===== config.mk =====
export PLATFORM = sky130hd
export DESIGN_NAME = bft_stream_tx_flat
export DESIGN_NICKNAME = d
export VERILOG_FILES = /design/src/rtl/bft_stream_tx_if.sv /design/src/rtl/bft_stream_tx.sv /design/src/flat_wrapper.sv
export SDC_FILE = /design/constraint.sdc
export NUM_CORES = 1
export LEC_CHECK = 0
export CAP_MARGIN = 5
export CORE_MARGIN = 5
export CORE_UTILIZATION = 25
export CTS_CLUSTER_SIZE = 8
export DETAILED_ROUTE_END_ITERATION = 7
export HOLD_SLACK_MARGIN = 0.08
export PLACE_DENSITY_LB_ADDON = 0.25
export SLEW_MARGIN = 25
export SYNTH_ARGS = -nofsm -noshare
export SYNTH_HDL_FRONTEND = slang
export SYNTH_SLANG_ARGS = --single-unit
export TNS_END_PERCENT = 20

===== constraint.sdc =====
create_clock -name clk -period 2.64 [get_ports clk]
set_clock_uncertainty 0.15 [all_clocks]
set_input_delay 0.264 -clock clk [delete_from_list [all_inputs] [get_ports clk]]
set_output_delay 0.264 -clock clk [all_outputs]
set_load 0.05 [all_outputs]

===== src/rtl/bft_stream_tx_if.sv =====
// bft_stream_tx_if: user-side and BFT-side signals of the stream transmitter.
// The master side is the producer/network; the slave side is the transmitter.
interface bft_stream_tx_if #(
  parameter int PACKET_BITS   = 49,
  parameter int PAYLOAD_BITS  = 32,
  parameter int NUM_LEAF_BITS = 4,
  parameter int NUM_PORT_BITS = 4,
  parameter int CREDIT_BITS   = 8
);
  logic [PACKET_BITS-1:0]   din_leaf_bft2interface;
  logic [PACKET_BITS-1:0]   dout_leaf_interface2bft;
  logic                     resend;
  logic [NUM_LEAF_BITS-1:0] dest_leaf;
  logic [NUM_PORT_BITS-1:0] dest_port;
  logic [PAYLOAD_BITS-1:0]  din_user2tx;
  logic                     vld_user2tx;
  logic                     ack_tx2user;
  logic [CREDIT_BITS-1:0]   credit;

  modport master (
    output din_leaf_bft2interface,
    output resend,
    output dest_leaf,
    output dest_port,
    output din_user2tx,
    output vld_user2tx,
    input  dout_leaf_interface2bft,
    input  ack_tx2user,
    input  credit
  );

  modport slave (
    input  din_leaf_bft2interface,
    input  resend,
    input  dest_leaf,
    input  dest_port,
    input  din_user2tx,
    input  vld_user2tx,
    output dout_leaf_interface2bft,
    output ack_tx2user,
    output credit
  );
endinterface


===== src/rtl/bft_stream_tx.sv =====
// bft_stream_tx: packs user words into BFT packets with resend
// handling and credit-based flow control from freespace updates.
module bft_stream_tx #(
  parameter int PACKET_BITS           = 49,
  parameter int PAYLOAD_BITS          = 32,
  parameter int NUM_LEAF_BITS         = 4,
  parameter int NUM_PORT_BITS         = 4,
  parameter int SELF_LEAF             = 1,
  parameter int SELF_PORT             = 1,
  parameter int NUM_BRAM_ADDR_BITS    = 7,
  parameter int FREESPACE_UPDATE_SIZE = 64
) (
  input logic           clk,
  input logic           reset,
  bft_stream_tx_if.slave bus
);
  localparam int CW = NUM_BRAM_ADDR_BITS + 1;
  localparam logic [CW-1:0] MAX_CREDIT =
    CW'(1 << NUM_BRAM_ADDR_BITS);
  localparam int LEAF_HI = PACKET_BITS - 2;
  localparam int PORT_HI = LEAF_HI - NUM_LEAF_BITS;

  typedef enum logic [1:0] {
    IDLE,
    SEND,
    RESEND
  } state_t;

  state_t                   state;
  state_t                   state_n;
  logic [PACKET_BITS-1:0]   dout;
  logic [PACKET_BITS-1:0]   dout_n;
  logic [PACKET_BITS-1:0]   pkt;
  logic [PAYLOAD_BITS-1:0]  payload;
  logic [CW-1:0]            credit;
  logic [CW-1:0]            credit_n;
  logic [CW:0]              sum;
  logic [NUM_LEAF_BITS-1:0] in_leaf;
  logic [NUM_PORT_BITS-1:0] in_port;
  logic                     ack;
  logic                     accept;
  logic                     update;

  assign payload = bus.din_user2tx;
  assign pkt = {1'b1, bus.dest_leaf, bus.dest_port,
                NUM_LEAF_BITS'(SELF_LEAF),
                NUM_PORT_BITS'(SELF_PORT), payload};

  assign ack    = reset && (credit != '0) && !bus.resend;
  assign accept = ack && bus.vld_user2tx;

  assign in_leaf = bus.din_leaf_bft2interface[LEAF_HI -: NUM_LEAF_BITS];
  assign in_port = bus.din_leaf_bft2interface[PORT_HI -: NUM_PORT_BITS];
  assign update  = bus.din_leaf_bft2interface[PACKET_BITS-1] &&
                   (in_leaf == NUM_LEAF_BITS'(SELF_LEAF)) &&
                   (in_port == '0);

  // accept implies credit >= 1, so the sum never underflows
  assign sum = {1'b0, credit}
             + (update ? (CW+1)'(FREESPACE_UPDATE_SIZE) : '0)
             - (CW+1)'(accept);
  assign credit_n = (sum > {1'b0, MAX_CREDIT}) ? MAX_CREDIT
                                               : sum[CW-1:0];

  always_comb begin
    state_n = state;
    dout_n  = '0;
    unique case (state)
      IDLE: begin
        if (accept) begin
          state_n = SEND;
          dout_n  = pkt;
        end
      end
      SEND, RESEND: begin
        if (bus.resend) begin
          state_n = RESEND;
          dout_n  = dout;
        end else if (accept) begin
          state_n = SEND;
          dout_n  = pkt;
        end else begin
          state_n = IDLE;
        end
      end
      default: state_n = IDLE;
    endcase
  end

  always_ff @(posedge clk) begin
    if (!reset) begin
      state  <= IDLE;
      dout   <= '0;
      credit <= MAX_CREDIT;
    end else begin
      state  <= state_n;
      dout   <= dout_n;
      credit <= credit_n;
    end
  end

  assign bus.dout_leaf_interface2bft = dout;
  assign bus.ack_tx2user             = ack;
  assign bus.credit                  = credit;
endmodule


===== src/flat_wrapper.sv =====
// flat-port wrapper written by rule: the top's interface ports become plain ports
module bft_stream_tx_flat 
#(
  parameter int PACKET_BITS           = 49,
  parameter int PAYLOAD_BITS          = 32,
  parameter int NUM_LEAF_BITS         = 4,
  parameter int NUM_PORT_BITS         = 4,
  parameter int SELF_LEAF             = 1,
  parameter int SELF_PORT             = 1,
  parameter int NUM_BRAM_ADDR_BITS    = 7,
  parameter int FREESPACE_UPDATE_SIZE = 64
)
  (clk, reset, bus_din_leaf_bft2interface, bus_resend, bus_dest_leaf, bus_dest_port, bus_din_user2tx, bus_vld_user2tx, bus_dout_leaf_interface2bft, bus_ack_tx2user, bus_credit);
  bft_stream_tx_if #(.PACKET_BITS(PACKET_BITS), .PAYLOAD_BITS(PAYLOAD_BITS), .NUM_LEAF_BITS(NUM_LEAF_BITS), .NUM_PORT_BITS(NUM_PORT_BITS)) bus_i ();
  input logic clk;
  input logic reset;
  input wire logic [$bits(bus_i.din_leaf_bft2interface)-1:0] bus_din_leaf_bft2interface;
  input wire logic [$bits(bus_i.resend)-1:0] bus_resend;
  input wire logic [$bits(bus_i.dest_leaf)-1:0] bus_dest_leaf;
  input wire logic [$bits(bus_i.dest_port)-1:0] bus_dest_port;
  input wire logic [$bits(bus_i.din_user2tx)-1:0] bus_din_user2tx;
  input wire logic [$bits(bus_i.vld_user2tx)-1:0] bus_vld_user2tx;
  output wire logic [$bits(bus_i.dout_leaf_interface2bft)-1:0] bus_dout_leaf_interface2bft;
  output wire logic [$bits(bus_i.ack_tx2user)-1:0] bus_ack_tx2user;
  output wire logic [$bits(bus_i.credit)-1:0] bus_credit;
  assign bus_i.din_leaf_bft2interface = bus_din_leaf_bft2interface;
  assign bus_i.resend = bus_resend;
  assign bus_i.dest_leaf = bus_dest_leaf;
  assign bus_i.dest_port = bus_dest_port;
  assign bus_i.din_user2tx = bus_din_user2tx;
  assign bus_i.vld_user2tx = bus_vld_user2tx;
  assign bus_dout_leaf_interface2bft = bus_i.dout_leaf_interface2bft;
  assign bus_ack_tx2user = bus_i.ack_tx2user;
  assign bus_credit = bus_i.credit;
  bft_stream_tx #(.PACKET_BITS(PACKET_BITS), .PAYLOAD_BITS(PAYLOAD_BITS), .NUM_LEAF_BITS(NUM_LEAF_BITS), .NUM_PORT_BITS(NUM_PORT_BITS), .SELF_LEAF(SELF_LEAF), .SELF_PORT(SELF_PORT), .NUM_BRAM_ADDR_BITS(NUM_BRAM_ADDR_BITS), .FREESPACE_UPDATE_SIZE(FREESPACE_UPDATE_SIZE)) u_core (.clk(clk), .reset(reset), .bus(bus_i));
endmodule

==> results of run 1 <==
-- report_power, final --
group          total, W  internal (W)  switching, W
sequential     0.000874      0.000831     0.0000432
combinational   0.00168      0.000767      0.000917
clock          0.000485      0.000215      0.000269
-- cell usage after synthesis, types with 3 or more instances --
cell type   n  area [um^2]
nor3b_1     3        22.52
o21a_1      3        22.52
buf_2       4        20.02
nand2b_1    4        25.02
nand2_1     4        15.01
dfxtp_1    51         1021
clkbuf_1    5        18.77
nand3_1     4        20.02
a22oi_2    39        488.0
ha_1       14        175.2
buf_6       4        45.04
inv_1      15        56.30
nor2_1     50        187.7
nor3_1      4        20.02
a21oi_1     5        25.02
buf_4       8        60.06
-- placed cells by master, fill, tap and decap left out, types with 5 or more instances in the layout --
cell type        count
clkbuf_8             6
a22oi_2             39
buf_4               21
inv_4                5
ha_1                10
dfxtp_1             43
inv_1                9
nor2_1              49
conb_1               6
dfxtp_4              6
clkdlybuf4s50_1    104
-- path summary, 6_finish.rpt --
kind              slack (ps)                                                 from  depth (start not counted)                                                  end
setup / recovery        -190                      u_core.bus.credit[4]$_SDFF_PP0_                         13                      u_core.bus.credit[0]$_SDFF_PP0_
hold / removal           370  u_core.bus.dout_leaf_interface2bft[13]$_SDFFE_PN0P_                          2  u_core.bus.dout_leaf_interface2bft[13]$_SDFFE_PN0P_
setup reg to reg        -190                      u_core.bus.credit[4]$_SDFF_PP0_                         13                      u_core.bus.credit[0]$_SDFF_PP0_
hold reg to reg          370  u_core.bus.dout_leaf_interface2bft[13]$_SDFFE_PN0P_                          2  u_core.bus.dout_leaf_interface2bft[13]$_SDFFE_PN0P_
-- state kept, by name (all words and copies together) (netlist names) --
| name | flops |
|---|---|
| u_core.bus.credit | 8 |
| u_core.bus.dout_leaf_interface2bft | 41 |
| u_core.state | 2 |
-- layer usage --
| layer | vias to the layer above | global-route usage [%] | wire (um) |
|---|---|---|---|
| met4 | 0 | 2.582 | 41 |
| met1 | 1011 | 13.74 | 2956 |
| met5 | - | 0 | 0 |
| met3 | 5 | 2.912 | 508 |
| li1 | 1087 | - | - |
| met2 | 58 | 20.15 | 3475 |
-- logic make-up after synthesis --
group           count (synthesis)  share of synthesized area (%)
fa+ha+maj                      15                          7.804
other cells                     1                         0.1499
xor+xnor                        2                         0.7005
buf+inv                        37                          8.154
mux                             1                         0.4002
compound gates                 62                          27.56
flops                          51                          40.82
simple gates                   78                          14.41
-- final cells by class --
class / count / area, um^2
clock buffers: 6 / 82.58
clock inverters: 2 / 15.01
fillers: 986 / 5733
inverters: 16 / 70.07
multi-input cells: 164 / 1423
flip-flops and latches: 51 / 1046
well taps: 133 / 166.4
repair buffers: 127 / 1239
-- worst max-delay path, stage by stage, from the launching register on --
cell and delay (ps):
dfxtp_4 370, inv_4 40, ha_4 150, a311o_2 370
inv_2 70, ha_4 110, inv_2 30, ha_4 150
fa_2 370, nand2b_4 110, a211oi_4 60, o21a_1 230
a311oi_4 380, nor3_1 100
-- stage by stage --
step	TNS [ps]	hold slack, ps	instances
floorplan	-1282	249.3	252
global placement	-2959	337.8	491
detailed placement	-3559	347.4	491
CTS	-576.7	371.4	499
global route	-1742	396.1	499
finish	-754.9	365.9	499
-- repair_timing --
| action | 4_1_cts | 5_1_grt |
|---|---|---|
| pin swaps | 10 | 4 |
| resized for setup | 10 | 6 |
| hold buffers | 0 | 0 |
| cloned | 0 | 0 |
| buffers inserted | 0 | 0 |
| endpoints found under the setup margin | 8 | 8 |
==> results.json, run 1 <==
{
  "antenna_cells": 0,
  "grt_overflow": 0,
  "drive_above_1_share_pct": 29.51,
  "wl_per_cell_um": 13.99,
  "pre_cts_ws_ps": -507.7,
  "ant_nets": 0,
  "stdcell_area_um2": 4041,
  "htreeDepth": 2,
  "failed_checks": "setup timing",
  "final_net_count": 473,
  "period_share_pct": 107.2,
  "antenna_found_initial": 0,
  "synthCells": 247,
  "clk_pin_slew_ps": 100,
  "p_total_w": 0.003043,
  "leakage_nw": 1.454,
  "cts_tree": "done",
  "hpwl_mm": 5.096,
  "critPathKind": "reg2reg",
  "dieHeight_um": 110.0,
  "rsz0062_at_grt": "yes",
  "coreArea_um2": 9774,
  "dieArea_um2": 12100,
  "area_delta_synth_final_pct": 61.58,
  "period_needed_ps": 2830,
  "synth_ff_type": "dfxtp_1",
  "rows": 36,
  "worstPathArrival_ps": 2860,
  "vias": 2161,
  "clock_latency_ps": 300,
  "power.density_nw_per_um2": 752.9,
  "syn_area_per_cell_um2": 10.13,
  "end_kind": "register",
  "finalWirelength_mm": 6.983,
  "startpoint_type": "register",
  "syn-cell-area_um2": 2501,
  "ys_seq_area_share_pct": 40.82,
  "postPlaceCellArea_um2": 3862,
  "track_usage_pct": 11.36,
  "hold_path_class": "reg2reg",
  "cts_made_buffers": 5,
  "grt_max_degree": 44,
  "async_reset_ff_share_pct": 0,
  "grt_pass1_vias": 2279,
  "synth_edf_count": 0,
  "slew_violations": 0,
  "die_x_um": 110.0,
  "maxCapViolCount": 0,
  "max_freq_mhz": 353.4,
  "viasPerCell": 4.331,
  "maxSlewHeadroom_pct": 65.05,
  "cts_sinks": 51,
  "final.setup.worst_slack_ps": -190.0,
  "tightest_slew_ps": 522.7,
  "numPortBuffers": 104,
  "ys_ff_latch": 51,
  "io_pins": 151,
  "initial_core_util_pct": 25.59,
  "fin_util_pct": 41.35,
  "irDropWorstVdd_uv": 519.7,
  "drt_iter0_drc": 84,
  "required_ps": 2670,
  "dr.pass1.iters": 3,
  "cp_max_fo": 4,
  "drc": 0,
  "synth_cell_types": 41,
  "setup_viol": 6,
  "yosysWarnings": 0,
  "gp_congestion": 0.8301,
  "grt_pass1_wl_mm": 10.96,
  "cts_buffer_depth": 2,
  "hold_violations": 0,
  "status": "finished, violations left",
  "cts-root-buf": "clkbuf_8"
}
Power figures use the tool's default switching activity.
==> inputs of run 2 (changes only) <==
--- a/config.mk
+++ b/config.mk
@@ -5,6 +5,7 @@
 export SDC_FILE = /design/constraint.sdc
 export NUM_CORES = 1
 export LEC_CHECK = 0
+export ABC_AREA = 1
 export CAP_MARGIN = 5
 export CORE_MARGIN = 5
 export CORE_UTILIZATION = 25
==> constraint.sdc (replaced) <==
create_clock -name clk -period 2.64 [get_ports clk]
set_clock_uncertainty 0.15 [all_clocks]
set_input_delay 0.264 -clock clk [delete_from_list [all_inputs] [get_ports clk]]
set_output_delay 0.264 -clock clk [all_outputs]
set_load 0.02 [all_outputs]
==> results.json, run 2 <==
{
  "status": "finished, violations left",
  "failed_checks": "setup timing",
  "switching_power_w": 0.001169,
  "numPortBuffers": 104,
  "crit_path_cell_trace": "inv_4, ha_4, nand4_4, nand4_4, inv_2, ha_4, inv_4, ha_4, fa_2, inv_2, nand3_2, nor2_1, nand3_1, nor2_1, nand2_1, nand2_2, nand3_4, nor2_1",
  "irDropWorstVdd_uv": 249.1,
  "top_layer": "met4",
  "synth_top_area_share_pct": 42.57,
  "yosysMostFrequentCell": "nand2_1",
  "power.density_nw_per_um2": 759.9,
  "ys_ff_latch": 51,
  "clock_latency_ps": 300,
  "seq_power_share_pct": 29.5,
  "ant_nets": 0,
  "max_freq_mhz": 378.7,
  "cts-root-buf": "clkbuf_8",
  "synth_cell_types": 27,
  "grt_max_degree": 42,
  "cts_tree": "done",
  "cts_made_buffers": 5,
  "async_reset_ff_share_pct": 0,
  "antenna_found_initial": 0,
  "layout_common_cells": "104 x clkdlybuf4s50_1, 100 x nand2_1, 47 x dfxtp_1, 44 x a21oi_1, 30 x inv_1",
  "gp_congestion": 0.7773,
  "synth_top_area_cell": "dfxtp_1",
  "cts_buffer_depth": 2,
  "cts_sinks": 51,
  "io_pins": 151,
  "startpoint": "u_core.bus.credit[2]$_SDFF_PP0_",
  "viasPerCell": 4.100,
  "vias": 2329,
  "drt_iter0_drc": 67,
  "synthCells": 320,
  "maxCapViolCount": 0,
  "hold_buffers": 0,
  "cp_max_fo": 6,
  "rows": 35,
  "htreeDepth": 2,
  "track_usage_pct": 11.65,
  "wl_per_cell_um": 12.06,
  "stdcell_area_um2": 3871,
  "hold_violations": 0,
  "required_ps": 2730,
  "final_common_cell": "clkdlybuf4s50_1",
  "area_delta_synth_final_pct": 61.40,
  "synth_edf_count": 0,
  "netlist_top_cells_count": "101 x nand2_1, 51 x dfxtp_1, 44 x a21oi_1, 37 x inv_1, 15 x nor2_1",
  "dr_wl_met3_um": 676,
  "pwr-share-clk_pct": 19.4,
  "largest_reg_flops": 41,
  "yosys-top-cells-area": "dfxtp_1 43%, nand2_1 16%, a21oi_1 9.2%",
  "dr.pass1.iters": 6,
  "end_kind": "register",
  "pwr-share-comb_pct": 51.1,
  "synth_ff_type": "dfxtp_1",
  "setup_viol": 1,
  "hold_path_class": "reg2reg",
  "wl_met1_mm": 2.916,
  "final.setup.worst_slack_ps": -0.5154,
  "period_needed_ps": 2641,
  "ys_seq_area_share_pct": 42.57,
  "clk_pin_slew_ps": 100,
  "finalWirelength_mm": 6.850,
  "grt_pass1_wl_mm": 10.94,
  "hpwl_mm": 5.036,
  "fillers": 994,
  "power.share.switching_pct": 39.73,
  "slew_violations": 0,
  "dieArea_um2": 11650,
  "final_net_count": 546,
  "drive_above_1_share_pct": 15.26,
  "dp.cells": 557,
  "dieHeight_um": 108.0,
  "postPlaceCellArea_um2": 3631,
  "period_share_pct": 100.0,
  "r2r-start": "u_core.bus.credit[2]$_SDFF_PP0_",
  "drc": 0,
  "leakage_nw": 1.523,
  "worstPathArrival_ps": 2740,
  "intPower_w": 0.001773,
  "critPathKind": "reg2reg",
  "crit_path_max_incr_delay_ps": 430,
  "rsz0062_at_grt": "yes",
  "syn-cell-area_um2": 2399,
  "met2_length_mm": 3.210,
  "startpoint_type": "register",
  "coreArea_um2": 9284,
  "antenna_cells": 0,
  "critPathSlowestCell": "fa_2",
  "die_x_um": 108.0,
  "syn_area_per_cell_um2": 7.495,
  "yosysWarnings": 0,
  "min_from": "u_core.bus.dout_leaf_interface2bft[42]$_SDFFE_PN0P_",
  "grt_pass1_vias": 2369,
  "initial_core_util_pct": 25.84,
  "fin_cells": 568,
  "grt_overflow": 0
}
[run 2: cell types whose count changed after synthesis, moves of 3 or more]
cell,before,now
a21oi_1,5,44
nor2_1,50,15
inv_1,15,37
a22oi_2,39,0
nor3b_1,3,0
buf_2,4,0
nand3_1,4,12
nand2_1,4,101
clkbuf_1,5,8
nand2b_1,4,0
nor3_1,4,0
nand2_2,0,8
[run 2: cell families after synthesis]
logic type / Yosys count / share of synthesized area, %
DFF: 51 / 42.57
and+or+nand+nor: 145 / 26.34
other: 1 / 0.1563
AOI/OAI and AO/OA: 50 / 10.90
adders and majority gates: 15 / 8.138
buffers and inverters: 58 / 11.89
[run 2: metal layers]
metal  GRT usage [%]  up-vias
met5               0        -
met4           2.705        0
met2           19.80       73
met1           13.44     1030
met3           5.254        5
li1                -     1221
[run 2: worst paths after layout]
kind	to	slack (ps)	cells after the start
worst max register to register	u_core.bus.credit[2]$_SDFF_PP0_	-0.5	18
worst max-delay path	u_core.bus.credit[2]$_SDFF_PP0_	-0.5	18
worst min register to register	u_core.bus.dout_leaf_interface2bft[42]$_SDFFE_PN0P_	320	2
worst min-delay path	u_core.bus.dout_leaf_interface2bft[42]$_SDFFE_PN0P_	320	2
[run 2: what timing repair did]
| action | in CTS | in global routing |
|---|---|---|
| pin swaps | 5 | 11 |
| gates resized for setup | 16 | 12 |
| setup endpoints to repair | 7 | 8 |
| setup buffers | 0 | 3 |
[run 2: final cells by class]
class | count | area [um^2] | share of cell area (%)
repair buffers | 127 | 1214 | 31.35
multi-input cells | 216 | 1207 | 31.19
flip-flops and latches | 51 | 1028 | 26.57
well taps | 129 | 161.4 | 4.169
inverters | 37 | 143.9 | 3.717
clock buffers | 5 | 68.82 | 1.778
clock inverters | 3 | 47.55 | 1.228
[run 2: through the flow]
| stage | power (W) | hold slack [ps] | utilization, % | setup WS [ps] | TNS (ps) |
|---|---|---|---|---|---|
| floorplan | 0.001728 | 251.0 | - | 25.56 | 0 |
| global placement | 0.002186 | 301.1 | 39.11 | -243.6 | -1514 |
| detailed placement | 0.002200 | 306.8 | 39.11 | -266.1 | -1764 |
| CTS | 0.002912 | 323.3 | 40.94 | 1.447 | 0 |
| global route | 0.003213 | 330.4 | 41.70 | -195.6 | -1087 |
| finish | 0.002942 | 318.8 | 41.70 | -0.5154 | -0.5154 |
[run 2: power groups by stage]
stage	combinational, W	clock, W	sequential [W]
2_1_floorplan	0.000783	0	0.000946
5_1_grt	0.00171	0.000628	0.000877
3_3_place_gp	0.00131	0	0.000879
6_report	0.00150	0.000571	0.000868
3_5_place_dp	0.00132	0	0.000881
4_1_cts	0.00144	0.000608	0.000866
[run 2: worst max-delay path: cells and delay by family (launching register included)]
| kind | cells | cell delay [ps] |
|---|---|---|
| DFF | 1 | 360 |
| buffers and inverters | 4 | 240 |
| and+or+nand+nor | 10 | 960 |
| adders and majority gates | 4 | 860 |
